===== src/rtl/fir_mac_sequencer.sv =====
// fir_mac_sequencer: time-multiplexed FIR controller. One signed multiplier
// and one accumulator are shared across 2..6 taps, one tap per clock.
// Samples enter on a valid/ready handshake; results leave on a valid/ready
// handshake. Holds the writable coefficient bank and the sample delay line.
// Optional build macro: FIR_SEQ_SAT_EN saturates the accumulator to the
// signed 2*width range on outData; without it outData wraps (low bits).
module fir_mac_sequencer #(
   parameter int width    = 16,
   parameter int MAX_TAPS = 6
) (
   input  logic                      clk,
   input  logic                      reset,
   input  logic signed [width-1:0]   inData,
   input  logic                      in_valid,
   output logic                      in_ready,
   input  logic [2:0]                tap_control,
   input  logic                      coef_we,
   input  logic [2:0]                coef_addr,
   input  logic signed [width-1:0]   coef_data,
   output logic                      coef_busy,
   output logic signed [2*width-1:0] outData,
   output logic                      out_valid,
   input  logic                      out_ready
);

   localparam int PROD_W = 2 * width;
   localparam int ACC_W  = 2 * width + 3;

   typedef enum logic [1:0] {IDLE, MAC, DONE} state_t;

   state_t                   state_reg, state_next;
   logic signed [width-1:0]  x_reg [MAX_TAPS];
   logic signed [width-1:0]  c_reg [MAX_TAPS];
   logic signed [ACC_W-1:0]  acc_reg;
   logic [2:0]               k_reg;
   logic [2:0]               n_reg;
   logic [2:0]               n_decoded;
   logic                     accept;
   logic                     coef_wr_en;
   logic                     last_tap;
   logic signed [width-1:0]  tap_x;
   logic signed [width-1:0]  tap_c;
   logic signed [PROD_W-1:0] prod;

   assign accept     = in_valid & in_ready;
   assign coef_wr_en = coef_we & ~coef_busy;
   assign last_tap   = (k_reg == n_reg - 3'd1);
   // Out-of-range tap counts (0, 1, 7) fall back to the minimum of two taps.
   assign n_decoded  = (tap_control >= 3'd2 && tap_control <= 3'd6) ? tap_control : 3'd2;

   // State register.
   always_ff @(posedge clk or negedge reset) begin
      if (!reset) state_reg <= IDLE;
      else        state_reg <= state_next;
   end

   // Next-state and handshake/busy outputs.
   always_comb begin
      state_next = state_reg;
      in_ready   = 1'b0;
      coef_busy  = 1'b1;
      out_valid  = 1'b0;
      case (state_reg)
         IDLE: begin
            in_ready  = 1'b1;
            coef_busy = 1'b0;
            if (in_valid) state_next = MAC;
         end
         MAC: begin
            if (last_tap) state_next = DONE;
         end
         DONE: begin
            out_valid = 1'b1;
            // Output handshake only; a waiting input is taken once back in IDLE.
            if (out_ready) state_next = IDLE;
         end
         default: state_next = IDLE;
      endcase
   end

   genvar gi;
   generate
      for (gi = 0; gi < MAX_TAPS; gi++) begin : g_taps
         // Delay line stage: shifts only when a sample is accepted.
         if (gi == 0) begin : g_head
            always_ff @(posedge clk or negedge reset) begin
               if (!reset)      x_reg[gi] <= '0;
               else if (accept) x_reg[gi] <= inData;
            end
         end else begin : g_body
            always_ff @(posedge clk or negedge reset) begin
               if (!reset)      x_reg[gi] <= '0;
               else if (accept) x_reg[gi] <= x_reg[gi-1];
            end
         end

         // Coefficient entry: resets to MAX_TAPS-gi, writable only in IDLE.
         always_ff @(posedge clk or negedge reset) begin
            if (!reset)
               c_reg[gi] <= width'(MAX_TAPS - gi);
            else if (coef_wr_en && coef_addr == 3'(gi))
               c_reg[gi] <= coef_data;
         end
      end
   endgenerate

   // Select the current tap's coefficient and sample for the shared multiplier.
   always_comb begin
      tap_x = '0;
      tap_c = '0;
      for (int i = 0; i < MAX_TAPS; i++) begin
         if (k_reg == 3'(i)) begin
            tap_x = x_reg[i];
            tap_c = c_reg[i];
         end
      end
   end

   assign prod = PROD_W'(tap_c) * PROD_W'(tap_x);

   // Accumulator, tap index and latched tap count for the sample in flight.
   always_ff @(posedge clk or negedge reset) begin
      if (!reset) begin
         acc_reg <= '0;
         k_reg   <= '0;
         n_reg   <= 3'd2;
      end else if (accept) begin
         acc_reg <= '0;
         k_reg   <= '0;
         n_reg   <= n_decoded;
      end else if (state_reg == MAC) begin
         acc_reg <= acc_reg + {{(ACC_W-PROD_W){prod[PROD_W-1]}}, prod};
         k_reg   <= k_reg + 3'd1;
      end
   end

   // Reduce the wide accumulator to the output width.
   always_comb begin
      outData = acc_reg[PROD_W-1:0];
`ifdef FIR_SEQ_SAT_EN
      if (!((&acc_reg[ACC_W-1:PROD_W-1]) | ~(|acc_reg[ACC_W-1:PROD_W-1]))) begin
         if (acc_reg[ACC_W-1]) outData = {1'b1, {(PROD_W-1){1'b0}}};
         else                  outData = {1'b0, {(PROD_W-1){1'b1}}};
      end
`endif
   end

endmodule

===== config.mk =====
export PLATFORM = sky130hd
export DESIGN_NAME = fir_mac_sequencer
export DESIGN_NICKNAME = d
export VERILOG_FILES = /design/src/rtl/fir_mac_sequencer.sv
export SDC_FILE = /design/constraint.sdc
export NUM_CORES = 1
export LEC_CHECK = 0
export ABC_AREA = 1
export ABC_CLOCK_PERIOD_IN_PS = 11600
export CORE_MARGIN = 2
export CORE_UTILIZATION = 60
export CTS_BUF_LIST = sky130_fd_sc_hd__clkbuf_8 sky130_fd_sc_hd__clkbuf_16
export CTS_CLUSTER_DIAMETER = 150
export DETAILED_ROUTE_END_ITERATION = 6
export PLACE_DENSITY = 0.78
export REMOVE_ABC_BUFFERS = 1
export SLEW_MARGIN = 5
export SYNTH_ARGS = -nofsm -noshare
export SYNTH_HDL_FRONTEND = slang
export SYNTH_SLANG_ARGS = --single-unit

===== constraint.sdc =====
create_clock -name clk -period 11.6 [get_ports clk]
set_input_delay 2.9 -clock clk [delete_from_list [all_inputs] [get_ports clk]]
set_output_delay 2.9 -clock clk [all_outputs]
set_load 0.02 [all_outputs]

# After elaboration in Yosys (flattened, before gate mapping)
# Cells that the tools add are included.
totals:
  register_bits: 235
  in_bits: 43
  out_inout_bits: 35
  elab_cells: 76
op_classes:
  addsub: 3
  mul: 1
  n_lt_le_gt_ge: 2
  eq_ne: 16
  n_mux: 24
  bitwise_logic: 2
  reduce_logical: 12
ops:
  columns: ["cell", "count"]
  rows:
  - ["two-way mux 16 bit", 12]
  - ["two-way mux 35 bit", 2]
  - ["adder 35 bit", 1]
  - ["multiplier 16 x 16 -> 32 bit", 1]
  - ["equality test 3 x 2 -> 1 bit (second input constant)", 4]
  - ["equality test 3 bit (second input constant)", 4]
  - ["two-way mux 3 bit", 3]
  - ["logical AND 1 bit", 7]
  - ["equality test 3 x 1 -> 1 bit (second input constant)", 2]
  - ["zero test 3 bit", 2]
  - ["two-way mux 2 bit", 3]
  - ["inequality test 2 bit (second input constant)", 3]
  - ["one-hot mux 2 bit (3 select lines)", 1]
  - ["adder 3 x 1 -> 3 bit (second input constant)", 1]
  - ["equality test 3 bit", 1]
  - [">= comparator 3 x 2 -> 1 bit (second input constant)", 1]
  - ["<= comparator 3 bit (second input constant)", 1]
  - ["two-way mux 1 bit", 3]
  - ["AND reduction 3 bit", 1]
  - ["subtractor 3 x 1 -> 3 bit (second input constant)", 1]
  - ["bitwise AND 1 bit", 2]
  - ["equality test 2 x 1 -> 1 bit (second input constant)", 1]
  - ["equality test 2 bit (second input constant)", 1]
  - ["zero test 2 bit", 1]
  - ["nonzero test 2 bit", 1]

# Longest topological paths before layout
# Gate-level depths: netlist of the first run.
logic_depth:
  ltp_word: 11
  depth_mapped: 52
  ltp_nobuf: 51

# Worst setup path before layout of the first run
# OpenSTA, ideal clock, no wires.
synth_timing:
  kind: "register to register"
  startpoint: "register k_reg[2]"
  endpoint: "register acc_reg[31]"
  setup_time_ns: 0.118
  t_arrival_ns: 7.833
  required_ns: 11.482
  slack_ns: 3.649
  stages_incl_launch_ff: 45
  path_buffers: 4
  synth_period_minus_slack_ns: 7.951
  path_cell_list: "dfrtp_1 > inv_2 > buf_6 > buf_2 > ha_1 > clkinv_1 > clkbuf_1 > clkbuf_1 > o211ai_1 > nand3_1 > o21ai_2 > inv_2 > nand2_1 > fa_1 > inv_1 > fa_1 > inv_1 > fa_1 > [9 not listed] > and2_1 > nand2_1 > nand3_1 > a21boi_0 > o21ai_0 > xor2_1 > ha_1 > nand2_1 > nor2_1 > nand2_1 > nor3b_1 > nand2_1 > nand2_1 > nand2_1 > nand2_1 > nand2_1 > nand3_1 > nand2_1"
synth_between:
  elab_chain_len: 11
  word_cells_on_any_way: 22
  classes_between: "add/sub: 1; mul: 1; eq/ne: 5; mux: 14; reduce/logical: 1"
synth_rtl:
  columns: ["item", "line_no", "source"]
  rows:
  - ["start: declaration", "35", "logic [2:0] k_reg;"]
  - ["start signal: assignment", "133", "k_reg <= k_reg + 3'd1;"]
  - ["zero test 3 bit", "112", "if (k_reg == 3'(i)) begin"]
  - ["two-way mux 16 bit (6 in series)", "112", null]
  - ["multiplier 16 x 16 -> 32 bit (*)", "119", "assign prod = PROD_W'(tap_c) * PROD_W'(tap_x);"]
  - ["adder 35 bit (*)", "132", "acc_reg <= acc_reg + {{(ACC_W-PROD_W){prod[PROD_W-1]}}, prod};"]
  - ["two-way mux 35 bit (*)", "131", "end else if (state_reg == MAC) begin"]
  - ["two-way mux 35 bit (*)", "127", "end else if (accept) begin"]
  - ["end signal: assignment", "132", null]
  - ["end: declaration", "34", "logic signed [ACC_W-1:0] acc_reg;"]
# Mark *: on every way between the ends. The rest lies on a longest branch, timed or not. The select of a mux whose other input is x is not followed.
# A chain may end at the register's enable or synchronous reset.

# Final worst setup path of the first run
layout_timing:
  startpoint: "register k_reg[2]"
  endpoint: "register acc_reg[29]"
# The elaborated chain is that of the path after synthesis.

==> flow_summary_export.csv, run 1 <==
group,metric,value,unit
min_path,hold_class,"reg2reg",
setup_path,worstSetupStartpoint,"k_reg[2]",
floorplan,fp.dieW,196,µm
floorplan,fp.dieArea,38500,µm²
logic_synthesis,synthArstFlopShare,1.00,
setup_path,cpMaxStageDelayCell,"clkinv_1",
logic_synthesis,netlist_area,22100,µm²
clocking,cts_tree,"done",
clocking,clk_latency,570,ps
setup_path,r2r_end,"acc_reg[29]",
sta,finalCritPeriodShare,0.869,
sta,fin_setup_tns,0,ps
route,vias,19000,
final_layout,final_cell_mix,"nand2_1, inv_1, o21ai_0, fa_1, nor2_1",
setup_path,end_kind,"flip-flop",
setup_path,r2r_slack,1520,ps
sta,period_minus_slack,10080,ps
sta,slew-limit-headroom,0.237,
sta,setup_viol,0,
grt,grt_max_degree,118,
sta,rsz0062_at_grt,"no",
logic_synthesis,synth_flop_cell,"dfrtp_1",
sta,fin_skew,34.3,ps
sta,tightest_slew,1140,ps
clocking,cts_resized,0,
setup_path,path_max_fanout,34,
clocking,clockBufferDepth,3,
route,totalWireLength,61.1,mm
setup_path,start_kind,"flip-flop",
placement,io_buffers,77,
logic_synthesis,synth_seq_area_share,0.263,
sta,timing.hold.ws,482,ps
route,dr.first_iter.drc_count,1630,
floorplan,fp.coreArea,36400,µm²
logic_synthesis,synth_edf_count,0,
clocking,cts_root_buffer,"clkbuf_16",
clocking,numClockSinks,232,
route,drc_errors,0,
clocking,clkSlewWorstSetupHoldPaths,60,ps
clocking,holdBufCountCts,0,
sta,drv_slew,0,
setup_path,crit_top_cell,"nand2_1",
route,wl_per_cell,18.2,µm
floorplan,start_util,0.608,
setup_path,r2r_cells,38,
grt,grt_pass1_vias,19300,
route,ant_nets,0,
sta,fmax,99.2,MHz
logic_synthesis,postSynthCellCount,2820,
clocking,post-cts-setup-buffers,0,
floorplan,row_count,70,
floorplan,die_h,196,µm
floorplan,ios,78,
setup_path,crit_end,"acc_reg[29]",
final_layout,final_core_util,0.664,
status,status,"finished, final reports clean",
final_layout,nNetsFinal,3290,
logic_synthesis,yosys.cell_types.count,47,
placement,gp_congestion,0.963,
logic_synthesis,ys_ff_latch,232,
grt,grt_util_all_layers,0.336,
logic_synthesis,syn-mean-instance-area,7.85,µm²
setup_path,path_class,"reg2reg",
clocking,htreeDepth,1,
setup_path,reg2reg_from,"k_reg[2]",
setup_path,cp.arrival,10560,ps
final_layout,drive_gt1_frac,0.0471,
grt,overflow,0,
logic_synthesis,yosysWarnings,0,
setup_path,critPathRequiredTime,12090,ps
setup_path,crit_path_max_incr_delay,730,ps
sta,hold_violations,0,
route,firstDrtPassIters,6,
final_layout,layout_commonest_cell,"nand2_1",
clocking,numCtsBuffers,26,
grt,antenna_found_initial,0,
flow_run,drv_cap,0,
route,viasPerCell,5.66,
grt,grt_pass1_wl,102,mm
placement,dpl.hpwl,47.1,mm
final_layout,syn_to_final_growth,9.28,%
final_layout,diodes,0,
[critical path: cells and delay by family (launching register included)]
| kind | cells | cell delay [ps] |
|---|---|---|
| AND/OR/NAND/NOR | 14 | 2160 |
| AO/OA/AOI/OAI | 6 | 910 |
| adder cells (fa/ha/maj) | 9 | 4110 |
| flip-flops | 1 | 410 |
| buffers and inverters | 8 | 2120 |
| XOR/XNOR | 1 | 250 |
[metal layers]
metal  up-vias  routed length [µm]  GRT usage
met5         -                   0          0
met4         0                1800     0.0962
met3       124                4890     0.0536
met2       724               28100      0.538
met1      9253               26300      0.478
li1       8864                   -          -
[area by class of cell]
type	count	area [µm²]
tap	468	586
clock inverter	17	134
clock buffer	31	719
fill	3139	12200
inverter	513	1930
timing repair buffer	106	993
multi-input combinational	1986	14000
sequential	232	5820
[kinds of logic after synthesis]
kind of cell,count (synthesis),share of synthesized area
xor gates and xnor gates,28,0.0111
DFF,232,0.263
AOI/OAI and AO/OA,459,0.116
buffers and inverters,602,0.105
adders and majority gates,382,0.305
and+or+nand+nor,1117,0.201
[stage by stage]
step                cells  cell area, µm²  setup slack (ps)
detailed placement   3305           23300              1660
global placement     3305           23300              1650
finish               3353           24200              1520
floorplan            2731           21800              2800
global route         3353           24200               948
CTS                  3353           24200              1590
[synth_stat cells, types with 3 or more instances]
cell type  instances  area share
dfrtp_1          222        0.25
nand3_1           90       0.020
clkbuf_1          55      0.0093
o21bai_1           9      0.0031
fa_1             263        0.24
o22ai_1           32      0.0090
inv_1            489       0.083
nand3b_1           5      0.0017
nor2_1           246       0.042
o211ai_1          20      0.0068
o21a_1             3      0.0010
a21oi_1           80       0.018
o21ai_2           17      0.0067
nor4_1             4      0.0011
inv_2             23      0.0039
xnor2_1           10      0.0040
buf_1              5     0.00085
buf_4              3      0.0010
ha_1             119       0.067
a21o_1             7      0.0024
dfstp_2           10       0.012
nand4_1           27      0.0076
o21ai_0          263       0.059
o21ai_1           14      0.0032
xor2_1            18      0.0071
nor3_1            17      0.0038
nand2_1          722        0.12
buf_2             24      0.0054
[worst min-delay path by stage]
stage                     startpoint        end  slack [ps]  cells after the start
final                       x_reg[4]   x_reg[4]         480                      2
after global routing       c_reg[22]  c_reg[22]         510                      2
after floorplan             c_reg[1]   c_reg[1]         450                      2
after global placement     c_reg[59]  c_reg[59]         460                      2
after detailed placement    x_reg[4]   x_reg[4]         470                      2
after CTS                   x_reg[4]   x_reg[4]         480                      2
Power of run 1 is not shown: default switching activity piles up to over one toggle a cycle in this logic, so the estimate is an artifact.
==> run 2, diff against run 1 <==
- CAP_MARGIN: unset -> 25
- REMOVE_ABC_BUFFERS: 1 -> unset
==> flow_summary_export.csv, run 2 (same netlist as run 1, synthesis figures left out) <==
group,metric,value,unit
status,status,"finished, final reports clean",
grt,overflow,0,
clocking,numCtsBuffers,26,
final_layout,drive_gt1_frac,0.0451,
sta,fin_skew,15.9,ps
route,viasPerCell,5.70,
grt,grt_max_degree,118,
setup_path,path_max_fanout,19,
clocking,post-cts-setup-buffers,0,
clocking,htreeDepth,1,
final_layout,final_cell_mix,"nand2_1, inv_1, o21ai_0, fa_1, nor2_1",
floorplan,die_h,196,µm
floorplan,ios,78,
grt,antenna_found_initial,0,
floorplan,row_count,70,
placement,io_buffers,77,
setup_path,path_class,"reg2reg",
sta,setup_viol,0,
setup_path,critPathRequiredTime,12030,ps
final_layout,nNetsFinal,3288,
clocking,cts_tree,"done",
min_path,min_to,"c_reg[52]",
setup_path,r2r_slack,1720,ps
sta,fin_setup_tns,0,ps
setup_path,reg2reg_from,"k_reg[0]",
sta,tightest_slew,945,ps
final_layout,layout_commonest_cell,"nand2_1",
grt,grt_pass1_wl,101,mm
clocking,cts_resized,0,
sta,finalCritPeriodShare,0.852,
sta,fmax,101,MHz
sta,period_minus_slack,9880,ps
sta,slew-limit-headroom,0.368,
route,firstDrtPassIters,5,
final_layout,syn_to_final_growth,9.44,%
setup_path,r2r_end,"acc_reg[31]",
sta,rsz0062_at_grt,"no",
placement,gp_congestion,1.01,
route,totalWireLength,60.7,mm
clocking,clk_latency,550,ps
setup_path,crit_top_cell,"nand2_1",
min_path,hold_class,"reg2reg",
setup_path,cp.arrival,10320,ps
setup_path,end_kind,"flip-flop",
route,dr.first_iter.drc_count,1818,
final_layout,n_fill_cell,3112,
setup_path,r2r_cells,42,
route,wl_per_cell,18.1,µm
sta,drv_slew,0,
setup_path,cpMaxStageDelayCell,"fa_1",
clocking,numClockSinks,232,
sta,hold_violations,0,
final_layout,seq_area,5820,µm²
final_layout,diodes,0,
floorplan,fp.coreArea,36400,µm²
route,vias,19100,
setup_path,start_kind,"flip-flop",
grt,grt_util_all_layers,0.332,
clocking,clockBufferDepth,3,
route,drc_errors,0,
min_path,hold_path_depth,2,
route,ant_nets,0,
floorplan,fp.dieArea,38500,µm²
clocking,clkSlewWorstSetupHoldPaths,60,ps
floorplan,fp.dieW,196,µm
min_path,hold_start,"c_reg[52]",
clocking,cts_root_buffer,"clkbuf_16",
setup_path,crit_path_max_incr_delay,690,ps
logic_synthesis,syn-num-nets,3245,
placement,dpl.hpwl,47.2,mm
floorplan,start_util,0.608,
final_layout,multi_input_area,14000,µm²
flow_run,drv_cap,0,
grt,grt_pass1_vias,19400,
clocking,holdBufCountCts,0,
[run 2: cell count changes in the layout (fill, tap and decap cells not counted), sizes merged]
cell / previous run / this run
clkbuf: 31 / 30
bufinv: 1 / 2
clkinvlp: 3 / 2
clkinv: 8 / 6
inv: 518 / 521
buf: 30 / 28
[run 2: layer usage]
layer,share of wire,up-vias,wire (µm),global-route usage
li1,-,8853,-,-
met1,0.42,9233,25700,0.479
met2,0.46,879,27800,0.529
met3,0.086,136,5220,0.0433
met4,0.032,0,1960,0.0990
met5,0,-,0,0
[run 2: layout make-up]
class	count	share of cell area
Multi-Input combinational cell	1986	0.579
Clock buffer	30	0.0296
Sequential cell	232	0.240
Clock inverter	18	0.00589
Inverter	513	0.0795
Tap cell	468	0.0242
Timing Repair Buffer	104	0.0420
[run 2: worst max path at each step]
stage               cells after the start  slack, ps  startpoint     endpoint
finish                                 42       1720    k_reg[0]  acc_reg[31]
global route                           41        910    k_reg[2]  acc_reg[31]
CTS                                    36       1440    k_reg[0]  acc_reg[29]
detailed placement                     36       1550    k_reg[0]  acc_reg[29]
global placement                       37       1540    k_reg[0]  acc_reg[31]
floorplan                              44       3650    k_reg[2]  acc_reg[31]
[run 2: through the flow]
step	hold slack [ps]	worst slack, ps	std cells	util	instance area [µm²]
2_1_floorplan	448	3650	2820	-	22100
3_3_place_gp	461	1540	3300	0.640	23300
3_5_place_dp	468	1550	3301	0.640	23300
4_1_cts	482	1440	3349	0.664	24200
5_1_grt	505	907	3351	0.665	24200
6_report	481	1720	3351	0.665	24200
[run 2: worst max-delay path: cells and delay by family, from the launching register on]
family,cells,cell delay [ps]
AND/OR/NAND/NOR,22,3270
flip-flops,1,460
adder cells (fa/ha/maj),9,4190
AO/OA/AOI/OAI,2,220
buffers and inverters,9,1620
Power of run 2 is left out for the same reason.
